### src/rtl/cpu_run_pkg.sv
// Shared definitions for the CPU run-control unit: state and halt-cause
// encodings plus the helper that resolves coincident halt events.
package cpu_run_pkg;

   localparam int CAUSE_W = 2;

   // Encodings are visible on the debug state port, so they are fixed.
   typedef enum logic [2:0] {
      ST_IDLE      = 3'd0,
      ST_RESETTING = 3'd1,
      ST_RUN       = 3'd2,
      ST_STEP_WAIT = 3'd3,
      ST_HALT      = 3'd4
   } run_state_e;

   typedef enum logic [CAUSE_W-1:0] {
      CAUSE_NONE    = 2'd0,
      CAUSE_USER    = 2'd1,
      CAUSE_BP      = 2'd2,
      CAUSE_TIMEOUT = 2'd3
   } halt_cause_e;

   // User stop wins over a breakpoint, which wins over the cycle budget.
   function automatic halt_cause_e pick_cause(input logic user_stop,
                                              input logic bp_stop,
                                              input logic budget_stop);
      if (user_stop)
         return CAUSE_USER;
      else if (bp_stop)
         return CAUSE_BP;
      else if (budget_stop)
         return CAUSE_TIMEOUT;
      else
         return CAUSE_NONE;
   endfunction

endpackage

### src/rtl/cpu_run_ctrl_bp_match.sv
// Breakpoint comparator array: flags when the CPU PC equals any enabled
// breakpoint address. Purely combinational.
module bp_match #(
   parameter int ADDR_WIDTH = 32,
   parameter int NUM_BP     = 2
) (
   input  logic [ADDR_WIDTH-1:0]        pc_i,
   input  logic [NUM_BP*ADDR_WIDTH-1:0] bp_addr_i,
   input  logic [NUM_BP-1:0]            bp_en_i,
   output logic                         bp_hit_o
);

   logic [NUM_BP-1:0] entry_hit;

   genvar gi;
   generate
      for (gi = 0; gi < NUM_BP; gi++) begin : g_entry
         // One equality comparator per breakpoint slot, gated by its enable.
         assign entry_hit[gi] = bp_en_i[gi] &&
                                (pc_i == bp_addr_i[gi*ADDR_WIDTH +: ADDR_WIDTH]);
      end
   endgenerate

   assign bp_hit_o = |entry_hit;

endmodule

### src/rtl/cpu_run_ctrl.sv
// CPU run-control: sequences the CPU reset pulse, gates the CPU clock
// enable for free-run or single-step execution, halts on user stop,
// breakpoint or cycle budget, and reports retired cycles and halt cause.
module cpu_run_ctrl
   import cpu_run_pkg::*;
#(
   parameter int ADDR_WIDTH = 32,
   parameter int CNT_WIDTH  = 32,
   parameter int NUM_BP     = 2,
   parameter int RST_CYCLES = 4
) (
   input  logic                         CLK,
   input  logic                         RESET,
   input  logic                         start,
   input  logic                         resume,
   input  logic                         stop,
   input  logic                         step_mode,
   input  logic                         step,
   input  logic [CNT_WIDTH-1:0]         max_cycles,
   input  logic [ADDR_WIDTH-1:0]        pc_in,
   input  logic [NUM_BP*ADDR_WIDTH-1:0] bp_addr,
   input  logic [NUM_BP-1:0]            bp_en,
   output logic                         cpu_reset,
   output logic                         cpu_clk_en,
   output logic [CNT_WIDTH-1:0]         cycle_count,
   output logic                         halted,
   output logic [CAUSE_W-1:0]           halt_cause,
   output logic [2:0]                   state
);

   localparam int RC_W = $clog2(RST_CYCLES + 1);
   localparam logic [RC_W-1:0] RC_LAST = RC_W'(RST_CYCLES - 1);

   run_state_e           state_q, state_d;
   logic [RC_W-1:0]      rst_cnt_q, rst_cnt_d;
   logic [CNT_WIDTH-1:0] count_q, count_d;
   halt_cause_e          cause_q, cause_d;
   logic                 mask_q, mask_d;

   logic bp_raw;
   logic bp_hit;
   logic budget_hit;
   logic halt_evt;
   logic executing;
   logic enter_reset;

   bp_match #(
      .ADDR_WIDTH (ADDR_WIDTH),
      .NUM_BP     (NUM_BP)
   ) u_bp_match (
      .pc_i      (pc_in),
      .bp_addr_i (bp_addr),
      .bp_en_i   (bp_en),
      .bp_hit_o  (bp_raw)
   );

   // The breakpoint is ignored for one cycle after resume so the
   // instruction sitting at the breakpoint PC gets to execute.
   assign bp_hit     = bp_raw && !mask_q;
   assign budget_hit = (max_cycles != '0) && (count_q >= max_cycles);
   assign halt_evt   = stop || bp_hit || budget_hit;
   assign executing  = (state_q == ST_RUN) || (state_q == ST_STEP_WAIT);
   assign enter_reset = (state_d == ST_RESETTING) && (state_q != ST_RESETTING);

   // State register.
   always_ff @(posedge CLK) begin
      if (RESET)
         state_q <= ST_IDLE;
      else
         state_q <= state_d;
   end

   // Next-state logic; start is only honoured from IDLE or HALT.
   always_comb begin
      state_d = state_q;
      case (state_q)
         ST_IDLE: begin
            if (start)
               state_d = ST_RESETTING;
         end
         ST_RESETTING: begin
            if (rst_cnt_q == RC_LAST)
               state_d = step_mode ? ST_STEP_WAIT : ST_RUN;
         end
         ST_RUN, ST_STEP_WAIT: begin
            if (halt_evt)
               state_d = ST_HALT;
         end
         ST_HALT: begin
            if (start)
               state_d = ST_RESETTING;
            else if (resume)
               state_d = step_mode ? ST_STEP_WAIT : ST_RUN;
         end
         default: state_d = ST_IDLE;
      endcase
   end

   // Outputs; the clock enable drops in the same cycle as a halt event.
   always_comb begin
      cpu_reset  = 1'b0;
      cpu_clk_en = 1'b0;
      halted     = 1'b0;
      case (state_q)
         ST_IDLE: begin
            cpu_reset = 1'b1;
         end
         ST_RESETTING: begin
            cpu_reset  = 1'b1;
            cpu_clk_en = 1'b1;
         end
         ST_RUN: begin
            cpu_clk_en = !halt_evt;
         end
         ST_STEP_WAIT: begin
            cpu_clk_en = step && !halt_evt;
         end
         ST_HALT: begin
            halted = 1'b1;
         end
         default: begin
            cpu_reset = 1'b1;
         end
      endcase
   end

   // Next values for the reset-pulse counter, cycle counter, cause and mask.
   always_comb begin
      rst_cnt_d = (state_q == ST_RESETTING) ? rst_cnt_q + RC_W'(1) : '0;

      count_d = count_q;
      if (enter_reset)
         count_d = '0;
      else if (executing && cpu_clk_en && (count_q != '1))
         count_d = count_q + CNT_WIDTH'(1);

      cause_d = cause_q;
      if (enter_reset)
         cause_d = CAUSE_NONE;
      else if (executing && halt_evt)
         cause_d = pick_cause(stop, bp_hit, budget_hit);
      else if ((state_q == ST_HALT) && resume)
         cause_d = CAUSE_NONE;

      mask_d = (state_q == ST_HALT) && resume && !start;
   end

   // Datapath registers.
   always_ff @(posedge CLK) begin
      if (RESET) begin
         rst_cnt_q <= '0;
         count_q   <= '0;
         cause_q   <= CAUSE_NONE;
         mask_q    <= 1'b0;
      end else begin
         rst_cnt_q <= rst_cnt_d;
         count_q   <= count_d;
         cause_q   <= cause_d;
         mask_q    <= mask_d;
      end
   end

   assign cycle_count = count_q;
   assign halt_cause  = cause_q;
   assign state       = state_q;

endmodule
### config.mk
export PLATFORM = sky130hd
export DESIGN_NAME = cpu_run_ctrl
export DESIGN_NICKNAME = d
export VERILOG_FILES = /design/src/rtl/cpu_run_pkg.sv /design/src/rtl/cpu_run_ctrl_bp_match.sv /design/src/rtl/cpu_run_ctrl.sv
export SDC_FILE = /design/constraint.sdc
export NUM_CORES = 1
export LEC_CHECK = 0
export BUFFER_PORTS_ARGS = -buffer_cell sky130_fd_sc_hd__buf_2
export CAP_MARGIN = 15
export CELL_PAD_IN_SITES_DETAIL_PLACEMENT = 0
export CELL_PAD_IN_SITES_GLOBAL_PLACEMENT = 1
export CORE_MARGIN = 4
export CORE_UTILIZATION = 33
export CTS_BUF_LIST = sky130_fd_sc_hd__clkbuf_16
export CTS_CLUSTER_SIZE = 12
export DETAILED_ROUTE_END_ITERATION = 8
export PLACE_DENSITY_LB_ADDON = 0.1
export SLEW_MARGIN = 5
export SYNTH_ARGS = -nofsm -noshare
export SYNTH_HDL_FRONTEND = slang
export SYNTH_HIERARCHICAL = 1
export SYNTH_SLANG_ARGS = --single-unit
export TNS_END_PERCENT = 5
### constraint.sdc
create_clock -name CLK -period 4.2 [get_ports CLK]
set_clock_uncertainty 0.15 [all_clocks]
set_input_delay 0.84 -clock CLK [delete_from_list [all_inputs] [get_ports CLK]]
set_output_delay 0.84 -clock CLK [all_outputs]
set_load 0.01 [all_outputs]
==> metrics.md <==
| Metric | Value |
|---|---|
| Status | complete, no violations |
| Top_reg_cell synth | dfxtp_1 |
| Sequential area share after synthesis | about 22% |
| Final min period | roughly 4000 ps |
| DR DRC count | 0 |
| Routed vias/inst | 5.098 |
| RR Endpoint | cycle_count[23] |
| Crit path required time | 3210 ps |
| Yosys top cell area share | around 22% |
| Startpoint Class | input pin |
| WL final | ~13000 microns |
| Clock power frac | 42.0% |
| Area leader, netlist | dfxtp_1 |
| Post-synthesis register bit count | just over 40 |
| Post-CTS setup buffers | 0 |
| Final setup violation count | 0 |
| Antenna cell count | 0 |
| Min-Delay Endpoint | rst_cnt_q[0] |
| Synth Net Count | ~650 |
| Root Driver | clkbuf_16 |
| Net Sw Frac | a little over a quarter |
| Cell area after synthesis | 3717 sq um |
| Hold Path Depth | 1 |
| Hold WC Path Type | register to register |
| Hold Path Origin | rst_cnt_q[0] |
| Critical path endpoint category | primary output |
| Fmax | roughly 250 MHz |
| Largest cells by area after synthesis | dfxtp_1 22%, xnor2_1 13%, ha_1 12%, nand2_1 4.9%, nand4_1 4.7% |
| Largest net degree at the start of global routing | 34 |
| Die Ht | 114.1 microns |
| Final Net Count | approximately 830 |
| Commonest non-fill, non-tap cell in the layout | buf_2 |
| Worst IR Drop VDD | 136.2 uV |
| CTS Hold Bufs | 0 |
| Fillcell total | between 1000 and 1500 |
| CTS resizes | 0 |
| Leakage | ~2.5 nW |
| GP Congestion | around 0.81 |
| Sw Pwr | roughly 0.27 mW |
| Global-route wire length before repair | 20390 microns |
| DRT Pass-1 Iters | 4 |
| WP data arrival | between 3000 and 4000 ps |
| DR iter-0 viols | roughly 150 |
| Die Area | 13030 sq um |
| CTS Sinks | between 40 and 50 |
| Num CTS Buffers | 5 |
| R2r startpoint | cycle_count[0] |
| Worst Tran Pin Value | about 1100 ps |
| Fin crit share | between 90% and 100% |
| Synthesis-to-layout area growth | 33.29% |
| Htree depth | 2 |
| WL/cell | roughly 16 microns |
| PD cells | around 210 nW/um^2 |
| Placed wire-length estimate | about 10000 microns |
| Worst reg-to-reg setup slack | roughly 1100 ps |
| Max-cap violations | 0 |
| Initial antenna violation count | 0 |
| # rows | 38 |
| Dpl cells | roughly 790 |
| Sequential power share | ~37% |
| CTS tree | yes |
| Setup TNS | 0 ps |
| Logic pwr share | 20.8% |
| Layout cell share with drive strength beyond 1 | between 30% and 40% |
| Grt total ovfl | 0 |
| Core Box Area | ~11000 sq um |
| Starting Density | between 30% and 40% |
| Clk slew on worst S/H paths | ~70 ps |
| Cell variety after synth | 47 |
| Largest fanout on the critical path | 6 |
| Num ports | roughly 180 |
| Internal | around 0.78 mW |
| Ys async rst share | 0% |
| GRT Total Usage | 19.28% |
| IO buf count | between 150 and 200 |
| Vias in the first global route | about 4100 |
| Final Hold Viols | 0 |
| DRT antenna net count | 0 |
| Worst rel slew slack | 28.96% |
| Final Max Tran Viols | 0 |
| R2R cell count | 10 |
| Unrepaired setup endpoints after global routing | false |
| Synth Area per Inst | between 7 and 8 sq um |
| Critical path type | input pin to primary output |
| Clk Latency, worst-skew pair | roughly 290 ps |
| Vias | 4063 |
| Commonest non-fill, non-tap cells in the layout | 176 x buf_2, 57 x xnor2_1, 49 x nand2_1, 42 x nor2_1, 41 x dfxtp_1 |
| Clk buf depth | 2 |
| Die width | ~110 microns |
| Number of synthesis warnings | 6 |
| Non-filler cells, final | approximately 800 |
| Syn Inst Count | ~480 |
| EDFF count, synth | 0 |
Yosys cell counts, types with 2 or more instances:
| library cell | instances |
|---|---|
| nor4b_1 | 3 |
| dfxtp_1 | 41 |
| buf_2 | 4 |
| nand3_1 | 13 |
| nand4_1 | 28 |
| nor4_1 | 14 |
| xor2_1 | 8 |
| o22ai_1 | 2 |
| o21ai_0 | 10 |
| o21a_1 | 3 |
| a31oi_1 | 7 |
| nand2b_1 | 8 |
| a41o_1 | 7 |
| nor3_1 | 10 |
| a31o_2 | 10 |
| a211oi_1 | 2 |
| nor2_1 | 42 |
| nor2b_1 | 5 |
| xnor2_1 | 57 |
| and2_1 | 2 |
| a221oi_1 | 2 |
| ha_1 | 35 |
| and4_1 | 5 |
| inv_1 | 39 |
| nand2_1 | 49 |
| mux2i_1 | 6 |
| nor3_2 | 2 |
| and3_1 | 7 |
| a21oi_1 | 30 |
| a31o_1 | 3 |
| clkbuf_1 | 7 |
| a21o_1 | 3 |
area by class of cell:
| type | count | area (sq um) | share of cell area [%] |
|---|---|---|---|
| clock buffers | 5 | 125.1 | 2.525 |
| clock inverters | 3 | 37.54 | 0.7576 |
| inverters | 39 | 146.4 | 2.955 |
| multi-input cells | 387 | 2711 | 54.72 |
| flip-flops and latches | 41 | 820.8 | 16.57 |
| well taps | 140 | 175.2 | 3.535 |
| repair buffers | 182 | 938.4 | 18.94 |
per-stage QoR:
| step | hold slack (ps) | power (mW) | utilization (%) | area (sq um) | setup slack, ps |
|---|---|---|---|---|---|
| after floorplan | 247.4 | 0.5073 | - | 3717 | 517.4 |
| after global placement | 256.1 | 0.6163 | 43.82 | 4792 | 165.2 |
| after detailed placement | 265.8 | 0.6190 | 43.82 | 4792 | 168.3 |
| after CTS | 275.1 | 1.062 | 45.31 | 4955 | 146.4 |
| after global routing | 295.1 | 1.103 | 45.31 | 4955 | 64.43 |
| final | 269.5 | 1.051 | 45.31 | 4955 | 181.5 |
registers in the layout, indices dropped and copies added (netlist names):
register,cells
cycle_count,32
halt_cause,2
state,3
rst_cnt_q,3
mask_q,1
cell families (layout without fill, tap and decap cells):
logic type | count (synthesis) | after routing | share of synthesized area [%]
and+or+nand+nor | 193 | 193 | 26.96
adders and majority gates | 35 | 35 | 11.78
AOI/OAI and AO/OA | 87 | 87 | 16.66
DFF | 41 | 41 | 22.08
muxes | 7 | 7 | 1.919
xor gates and xnor gates | 65 | 65 | 15.31
buffers and inverters | 51 | 229 | 5.284
power groups by stage:
stage	Clock, mW	Combinational [mW]	Sequential [mW]
final	0.441	0.218	0.392
after global routing	0.469	0.242	0.392
after CTS	0.450	0.220	0.392
after detailed placement	0	0.218	0.400
after global placement	0	0.216	0.400
after floorplan	0	0.107	0.400
worst max path at each step:
stage | to | slack, ps | from | depth (start not counted)
global placement | cpu_clk_en | 170 | max_cycles[0] | 10
finish | cpu_clk_en | 180 | max_cycles[0] | 10
detailed placement | cpu_clk_en | 170 | max_cycles[0] | 10
CTS | cpu_clk_en | 150 | max_cycles[0] | 10
floorplan | cpu_clk_en | 520 | max_cycles[0] | 8
global route | cpu_clk_en | 60 | max_cycles[0] | 10
worst max-delay path, stage by stage:
cell and delay [ps]:
buf_2 120, ha_1 290, nand2b_4 150, a2111oi_4 340
nor4b_1 100, o311a_4 430, nor3_1 300, nand2b_1 150
o32ai_1 140, buf_2 180
metal layers:
| metal | global-route usage (%) | share of wire (%) | routed length [microns] | vias to the layer above |
|---|---|---|---|---|
| met4 | 3.563 | 0.80 | 102 | 0 |
| li1 | - | - | - | 2078 |
| met5 | 0 | 0 | 0 | - |
| met1 | 23.47 | 43 | 5526 | 1857 |
| met3 | 3.858 | 6.4 | 811 | 9 |
| met2 | 35.28 | 49 | 6272 | 119 |
Power figures use the tool's default switching activity.
